[src/rtl/lieat_axi_pkg.sv]
// Shared AXI definitions: id/len widths, burst and response encodings, and the AR lock state.
package lieat_axi_pkg;
    localparam int unsigned AXI_ID_W  = 4;
    localparam int unsigned AXI_LEN_W = 8;
    localparam int unsigned AXI_CNT_W = 4;

    localparam logic [1:0] AXI_BURST_INCR = 2'b01;
    localparam logic [1:0] AXI_RESP_OKAY  = 2'b00;

    typedef enum logic {
        ARB_IDLE   = 1'b0,
        ARB_LOCKED = 1'b1
    } arb_state_e;
endpackage

[src/rtl/lieat_general_dfflr.sv]
// Generic load-enabled flop with asynchronous active-low reset to a parameterised value.
module lieat_general_dfflr #(
    parameter int unsigned     W       = 1,
    parameter logic [W-1:0]    RST_VAL = '0
) (
    input  logic         clk,
    input  logic         rst_n,
    input  logic         en,
    input  logic [W-1:0] d,
    output logic [W-1:0] q
);
    always_ff @(posedge clk or negedge rst_n) begin
        if (!rst_n) begin
            q <= RST_VAL;
        end else if (en) begin
            q <= d;
        end
    end
endmodule

[src/rtl/lieat_rr_arbiter.sv]
// Combinational round-robin arbiter: first requester at or above ptr wins, wrapping at N-1.
module lieat_rr_arbiter #(
    parameter int unsigned N     = 2,
    parameter int unsigned IDX_W = $clog2(N)
) (
    input  logic [N-1:0]     req,
    input  logic [IDX_W-1:0] ptr,
    output logic [N-1:0]     grant_c
);
    logic [IDX_W-1:0] idx;
    logic             found;

    always_comb begin
        grant_c = '0;
        found   = 1'b0;
        idx     = '0;
        for (int unsigned k = 0; k < N; k++) begin
            idx = IDX_W'((32'(ptr) + k) % N);
            if (!found && req[idx]) begin
                grant_c[idx] = 1'b1;
                found        = 1'b1;
            end
        end
    end
endmodule

[src/rtl/lieat_axi_rd_arbiter.sv]
// N-to-1 AXI4 read arbiter with grant lock, outstanding-AR limit and id-based R routing.
// Define LIEAT_AXI_RD_ARB_FIXED_PRIO_EN for fixed priority (lowest index wins, no rr pointer).
module lieat_axi_rd_arbiter
    import lieat_axi_pkg::*;
#(
    parameter int unsigned NUM_RD   = 2,
    parameter int unsigned ADDR_W   = 32,
    parameter int unsigned DATA_W   = 64,
    parameter int unsigned MAX_OUTS = 4
) (
    input  logic                       clk,
    input  logic                       rst_n,
    input  logic [NUM_RD-1:0]          rq_arvalid,
    input  logic [NUM_RD*ADDR_W-1:0]   rq_araddr,
    input  logic [NUM_RD*3-1:0]        rq_arsize,
    output logic [NUM_RD-1:0]          rq_arready,
    output logic [NUM_RD-1:0]          rq_rvalid,
    input  logic [NUM_RD-1:0]          rq_rready,
    output logic [DATA_W-1:0]          rq_rdata,
    output logic                       io_master_arvalid,
    input  logic                       io_master_arready,
    output logic [ADDR_W-1:0]          io_master_araddr,
    output logic [AXI_ID_W-1:0]        io_master_arid,
    output logic [AXI_LEN_W-1:0]       io_master_arlen,
    output logic [2:0]                 io_master_arsize,
    output logic [1:0]                 io_master_arburst,
    input  logic                       io_master_rvalid,
    output logic                       io_master_rready,
    input  logic [DATA_W-1:0]          io_master_rdata,
    input  logic [1:0]                 io_master_rresp,
    input  logic                       io_master_rlast,
    input  logic [AXI_ID_W-1:0]        io_master_rid,
    output logic                       rd_err
);
    localparam int unsigned IDX_W = $clog2(NUM_RD);

    arb_state_e             state_q, state_d;
    logic                   state_bit_q, state_bit_d;
    logic [IDX_W-1:0]       win_q, win_d, arb_ptr, arb_idx, cur_idx, ptr_d;
    logic [NUM_RD-1:0]      grant;
    logic [AXI_CNT_W-1:0]   cnt_q, cnt_d;
    logic                   err_d, ar_hs, r_hs, rlast_hs, rid_ok;

    lieat_rr_arbiter #(.N(NUM_RD), .IDX_W(IDX_W)) u_arb (
        .req     (rq_arvalid),
        .ptr     (arb_ptr),
        .grant_c (grant)
    );

    always_comb begin
        arb_idx = '0;
        for (int i = 0; i < int'(NUM_RD); i++) begin
            if (grant[i]) arb_idx = IDX_W'(i);
        end
    end

    // Lock state register
    assign state_bit_d = state_d;
    assign state_q     = arb_state_e'(state_bit_q);
    lieat_general_dfflr #(.W(1))     u_state (.clk(clk), .rst_n(rst_n), .en(1'b1), .d(state_bit_d), .q(state_bit_q));
    lieat_general_dfflr #(.W(IDX_W)) u_win   (.clk(clk), .rst_n(rst_n), .en(1'b1), .d(win_d), .q(win_q));

    // Lock the winner when arvalid is presented without an immediate handshake
    always_comb begin
        state_d = state_q;
        win_d   = win_q;
        case (state_q)
            ARB_IDLE: begin
                if (io_master_arvalid && !io_master_arready) begin
                    state_d = ARB_LOCKED;
                    win_d   = arb_idx;
                end
            end
            ARB_LOCKED: begin
                if (ar_hs) state_d = ARB_IDLE;
            end
            default: state_d = ARB_IDLE;
        endcase
    end

    // AR channel outputs; reset gates arvalid immediately
    always_comb begin
        cur_idx           = (state_q == ARB_LOCKED) ? win_q : arb_idx;
        io_master_arvalid = rst_n & ((|rq_arvalid) | (state_q == ARB_LOCKED))
                            & (cnt_q < AXI_CNT_W'(MAX_OUTS));
        io_master_araddr  = '0;
        io_master_arsize  = '0;
        rq_arready        = '0;
        for (int i = 0; i < int'(NUM_RD); i++) begin
            if (cur_idx == IDX_W'(i)) begin
                io_master_araddr = rq_araddr[i*ADDR_W +: ADDR_W];
                io_master_arsize = rq_arsize[i*3 +: 3];
                rq_arready[i]    = io_master_arready & io_master_arvalid;
            end
        end
        io_master_arid    = AXI_ID_W'(cur_idx);
        io_master_arlen   = '0;
        io_master_arburst = AXI_BURST_INCR;
    end

    assign ar_hs = io_master_arvalid & io_master_arready;

`ifdef LIEAT_AXI_RD_ARB_FIXED_PRIO_EN
    assign arb_ptr = '0;
    assign ptr_d   = '0;
`else
    assign ptr_d = (cur_idx == IDX_W'(NUM_RD - 1)) ? '0 : cur_idx + IDX_W'(1);
    lieat_general_dfflr #(.W(IDX_W)) u_ptr (.clk(clk), .rst_n(rst_n), .en(ar_hs), .d(ptr_d), .q(arb_ptr));
`endif

    // R routing by rid; unroutable ids are accepted and dropped
    always_comb begin
        rid_ok           = 1'b0;
        io_master_rready = 1'b1;
        rq_rvalid        = '0;
        for (int i = 0; i < int'(NUM_RD); i++) begin
            if (io_master_rid == AXI_ID_W'(i)) begin
                rid_ok           = 1'b1;
                io_master_rready = rq_rready[i];
                rq_rvalid[i]     = io_master_rvalid;
            end
        end
    end

    assign rq_rdata = io_master_rdata;
    assign r_hs     = io_master_rvalid & io_master_rready;
    assign rlast_hs = r_hs & io_master_rlast;

    // Outstanding count: simultaneous AR and last-beat handshakes cancel; saturates at zero
    always_comb begin
        cnt_d = cnt_q;
        if (ar_hs && !rlast_hs) begin
            cnt_d = cnt_q + AXI_CNT_W'(1);
        end else if (!ar_hs && rlast_hs && (cnt_q != '0)) begin
            cnt_d = cnt_q - AXI_CNT_W'(1);
        end
        err_d = r_hs & ((io_master_rresp != AXI_RESP_OKAY) | !rid_ok | (cnt_q == '0));
    end

    lieat_general_dfflr #(.W(AXI_CNT_W)) u_cnt (.clk(clk), .rst_n(rst_n), .en(1'b1), .d(cnt_d), .q(cnt_q));
    lieat_general_dfflr #(.W(1))         u_err (.clk(clk), .rst_n(rst_n), .en(1'b1), .d(err_d), .q(rd_err));
endmodule

[config.mk]
export PLATFORM = sky130hd
export DESIGN_NAME = lieat_axi_rd_arbiter
export DESIGN_NICKNAME = d
export VERILOG_FILES = /design/src/rtl/lieat_axi_pkg.sv /design/src/rtl/lieat_general_dfflr.sv /design/src/rtl/lieat_rr_arbiter.sv /design/src/rtl/lieat_axi_rd_arbiter.sv
export SDC_FILE = /design/constraint.sdc
export NUM_CORES = 1
export LEC_CHECK = 0
export ABC_AREA = 0
export ABC_CLOCK_PERIOD_IN_PS = 3330
export CORE_AREA = 8 8 97 99
export CTS_CLUSTER_SIZE = 30
export DETAILED_ROUTE_END_ITERATION = 12
export DIE_AREA = 0 0 105 107
export GPL_ROUTABILITY_DRIVEN = 0
export GPL_TIMING_DRIVEN = 1
export PLACE_DENSITY = 0.86
export SKIP_LAST_GASP = 1
export SLEW_MARGIN = 20
export SYNTH_ARGS = -nofsm -noshare
export SYNTH_HDL_FRONTEND = slang
export SYNTH_HIERARCHICAL = 1
export SYNTH_SLANG_ARGS = --single-unit
[constraint.sdc]
create_clock -name clk -period 3.33 [get_ports clk]
set_input_delay 0.666 -clock clk [delete_from_list [all_inputs] [get_ports clk]]
set_output_delay 0.666 -clock clk [all_outputs]
set_load 0.02 [all_outputs]
# Yosys cells after proc, flatten, opt, wreduce, memory -nomap -nowiden
# Cells that the tools add are included.
# word_totals
regBits	8
latch_bits	0
ram_bits	0
rom_bits	0
inputBits	149
memories	0
# classes
n_addsub	4
multipliers	0
div	0
magnitude_cmp	5
eq_ne	1
shift	0
mux	29
n_bitwise	11
reduce_logical	19
# ops
op	count
32-bit two-way mux	1
1-bit two-way mux	20
4-bit logical NOT	2
4-bit two-way mux	2
1-bit logical AND	7
1-bit AND	6
1-bit logical NOT	5
4-bit by 1-bit adder with 4-bit output, second input constant	1
4-bit by 1-bit equality test with 1-bit output, second input constant	1
1-bit by 2-bit < comparator with 1-bit output, second input constant	2
4-bit by 3-bit < comparator with 1-bit output, second input constant	1
2-bit two-way mux	2
2-bit nonzero test	2
4-bit nonzero test	1
4-bit by 1-bit subtractor with 4-bit output, second input constant	1
3-bit two-way mux	1
1-bit OR	3
1-bit adder, second input constant	2
1-bit demux with 1-bit select	2
1-bit greater-or-equal comparator, second input constant	2
2-bit OR	1
1-bit one-hot mux with 2 select lines	1
2-bit AND reduction	1
2-bit OR reduction	1
1-bit inverter	1

# Longest topological paths before layout
# depth
word_depth	11
ltp_mapped	6
mapped_depth_nobuf	6

# Hierarchy
# Netlist, hierarchy kept.
# modules_own_cells
module	instances	cells_per_inst	area_per_inst_um2	seq_area_each_um2
lieat_axi_rd_arbiter	1	169	1385.1	0.0
lieat_general_dfflr at u_err ...	4	2	40.0	25.0
lieat_general_dfflr at u_cnt	1	8	145.1	100.1
lieat_rr_arbiter	1	3	18.8	0.0

# Worst setup path before layout
# No wires, ideal clock.
# synth_path
path_type	input-to-output
start	in rq_arvalid[1]
end	out io_master_araddr[0]
arrival_time_ns	1.753
required_ns	2.664
setup_slack_ns	0.911
path_stages	5
path_buffers	2
cell_sequence	a21boi_1 > mux2i_1 > buf_2 > buf_4 > mux2_1
# synth_between
elab_chain_cells	9
# synth_lines
item	line	text
from (decl)	lieat_axi_rd_arbiter.sv:13	input logic [NUM_RD-1:0] rq_arvalid,
1-bit two-way mux (implied by the code) (2 in a row)	lieat_rr_arbiter.sv:19	if (!found && req[idx]) begin
1-bit two-way mux	lieat_rr_arbiter.sv:19	
1-bit logical NOT	lieat_rr_arbiter.sv:19	
1-bit logical AND	lieat_rr_arbiter.sv:19	
2-bit two-way mux (*)	lieat_rr_arbiter.sv:19	
1-bit two-way mux (*)	lieat_axi_rd_arbiter.sv:53	if (grant[i]) arb_idx = IDX_W'(i);
1-bit two-way mux (*)	lieat_axi_rd_arbiter.sv:83	cur_idx = (state_q == ARB_LOCKED) ? win_q : arb_idx;
32-bit two-way mux (*)	lieat_axi_rd_arbiter.sv:90	if (cur_idx == IDX_W'(i)) begin
to (decl)	lieat_axi_rd_arbiter.sv:22	output logic [ADDR_W-1:0] io_master_araddr,
# Every way passes the cells marked *; elsewhere a longest branch is shown, timed or not. The select of a mux whose other input is x is not followed.

# Worst setup path in the final report
# layout_path
start	in rq_arvalid[1]
end	out io_master_araddr[15]
# layout_between
elab_chain_cells	9
# layout_lines
item	line	text
1-bit two-way mux (implied by the code) (2 in a row)	lieat_rr_arbiter.sv:19	
1-bit two-way mux	lieat_rr_arbiter.sv:19	
1-bit logical NOT	lieat_rr_arbiter.sv:19	
1-bit logical AND	lieat_rr_arbiter.sv:19	
2-bit two-way mux (*)	lieat_rr_arbiter.sv:19	
named net grant[1]	lieat_axi_rd_arbiter.sv:40	logic [NUM_RD-1:0] grant;
1-bit two-way mux (*)	lieat_axi_rd_arbiter.sv:53	
1-bit two-way mux (*)	lieat_axi_rd_arbiter.sv:83	
32-bit two-way mux (*)	lieat_axi_rd_arbiter.sv:90	
# Mark *: on every way through the listed nets, which the timed path passes. The rest lies on a longest branch. The select of a mux whose other input is x is not followed.

==> impl_metrics.yaml <==
setup_path:
  max_stage_delay_ps: 560
  cp_data_arrival_time_ps: 2610
  cpMostUsedCell: "clkdlybuf4s50_1"
  worstPathCellList: "clkdlybuf4s50_1 -> a21boi_2 -> mux2i_4 -> buf_12 -> mux2_1 -> clkdlybuf4s50_1"
  start_kind: "input port"
  worstSetupPathType: "input port to primary output"
  cp-end-kind: "primary output"
  cp.required_ps: 2660
  worst-path-max-fanout: 27
  cp_slowest_cell: "clkdlybuf4s50_1"
floorplanning:
  die_h_um: 107
  die_area_um2: 11240
  placementRows: 33
  io-pin-count: 269
  fp.dieW_um: 105
  fp.coreArea_um2: 7928
  start_util_pct: 21.46
cts:
  post_cts_buffers: 0
  h-tree-depth: 1
  cts_tree: "built"
  cts_buffer_depth: 2
  cts_root_buffer: "clkbuf_8"
  insertion_delay_ps: 230
  clkSinkCount: 8
  numCtsBuffers: 3
  clkTransAtPathRegs_ps: 40
sta:
  finalSetupViolCount: 0
  tns_ps: 0
  rsz0062_at_grt: "false"
  slew_violations: 0
  period_share_pct: 98.37
  fin_crit_ps: 3276
  worst_slack_ps: 54.30
  finalClockSkew_ps: 1.257
  hold_viol: 0
  whs_ps: 509.2
  max_freq_ghz: 0.3053
detailed_routing:
  wl_per_cell_um: 18.65
  drt-vias-per-instance: 4.083
  ant_nets: 0
  vias: 1470
  drt_pass1_iterations: 4
  wirelength_um: 6714
  drc_errors: 0
  drt_iter0_drc: 19
place:
  placed_cells: 357
  dpl_worst_slack_ps: -42.77
  dpl_cell_area_um2: 2586
  io_buffers: 127
  hpwl_um: 6041
grt:
  grt_util_all_layers_pct: 10.83
  grt_max_degree: 28
  first_global_vias: 1589
  antenna_found_initial: 0
  grt-ovfl-total: 0
  grt_pass1_wl_um: 9653
synthesis:
  syn-instance-count: 187
  synth_area_per_cell_um2: 9.100
  synth_warnings: 6
  syn_area_um2: 1702
final_layout:
  synthToLayoutAreaGrowth_pct: 54.49
  drive_above_1_share_pct: 10.59
  antenna_cells: 0
  final_nets: 408
  post-route-util_pct: 33.16
  fin_cells: 360
  finish.instance_area_um2: 2629
power_and_ir_drop:
  power_density_nw_per_um2: 537.0
  leakagePower_nw: 1.056
  ir_drop_mv: 0.2271
  power_mw: 1.412
flow_run:
  maxCapViolCount: 0
worst_hold_path:
  min_path_type: "flip-flop to flip-flop"
outcome:
  status: "finished, final reports clean"
==> worst paths after layout <==
kind | cells after the start | slack [ps] | startpoint | endpoint
worst max-delay path | 6 | 50 | rq_arvalid[1] | io_master_araddr[15]
worst min-delay path | 1 | 510 | u_ptr/q | u_ptr/q
worst max register to register | 6 | 1440 | u_cnt/q[0] | u_cnt/q[3]
worst min register to register | 1 | 510 | u_ptr/q | u_ptr/q
max in group asynchronous | 2 | 2340 | rst_n | u_ptr/q
min in group asynchronous | 2 | 850 | rst_n | u_cnt/q[3]
==> final cells by class <==
cell class,instances,area (µm²)
timing repair buffer,130,1301
tap,105,131.4
sequential,8,200.2
inverter,7,26.28
fill,815,5299
clock buffer,3,41.29
multi-input combinational,107,928.4
==> timing repair <==
item | 4_1_cts | 5_1_grt
cloned | 0 | 0
endpoints found under the setup margin | 2 | 28
hold buffers | 0 | 0
resized for setup | 2 | 1
==> where the power goes <==
part | switching [mW] | internal (mW) | total, mW
combinational | 0.517 | 0.579 | 1.10
clock | 0.0387 | 0.0784 | 0.117
sequential | 0.0591 | 0.140 | 0.199
total | 0.615 | 0.796 | 1.41
==> flip-flops by register name (all words and copies together), names as in the netlist <==
register	flops
u_cnt/q	4
u_err/q	1
u_ptr/q	1
u_state/q	1
u_win/q	1
==> layout by cell type, fill, tap and decap left out, drive strengths merged, types with 2 or more instances in the layout <==
cell	count
clkdlybuf4s50	124
mux2	44
conb	20
dfrtp	8
inv	7
nand2	7
nor2	5
a21oi	4
buf	4
nand3	3
clkbuf	3
o21ai	3
nor3	3
ha	2
dlygate4sd2	2
mux2i	2
or3	2
nand4	2
==> routing by layer <==
layer	wire, µm	vias up	track usage (%)
met5	0	-	0
met4	29	0	1.631
met3	1051	7	7.738
met2	3261	153	18.51
met1	2372	637	10.70
li1	-	673	-
==> worst max-delay path: cells and delay by family <==
kind	cells	cell delay [ps]
buf+inv	3	1190
compound gates	1	180
mux	2	560
Note: power is estimated with default switching activity, not from simulation.
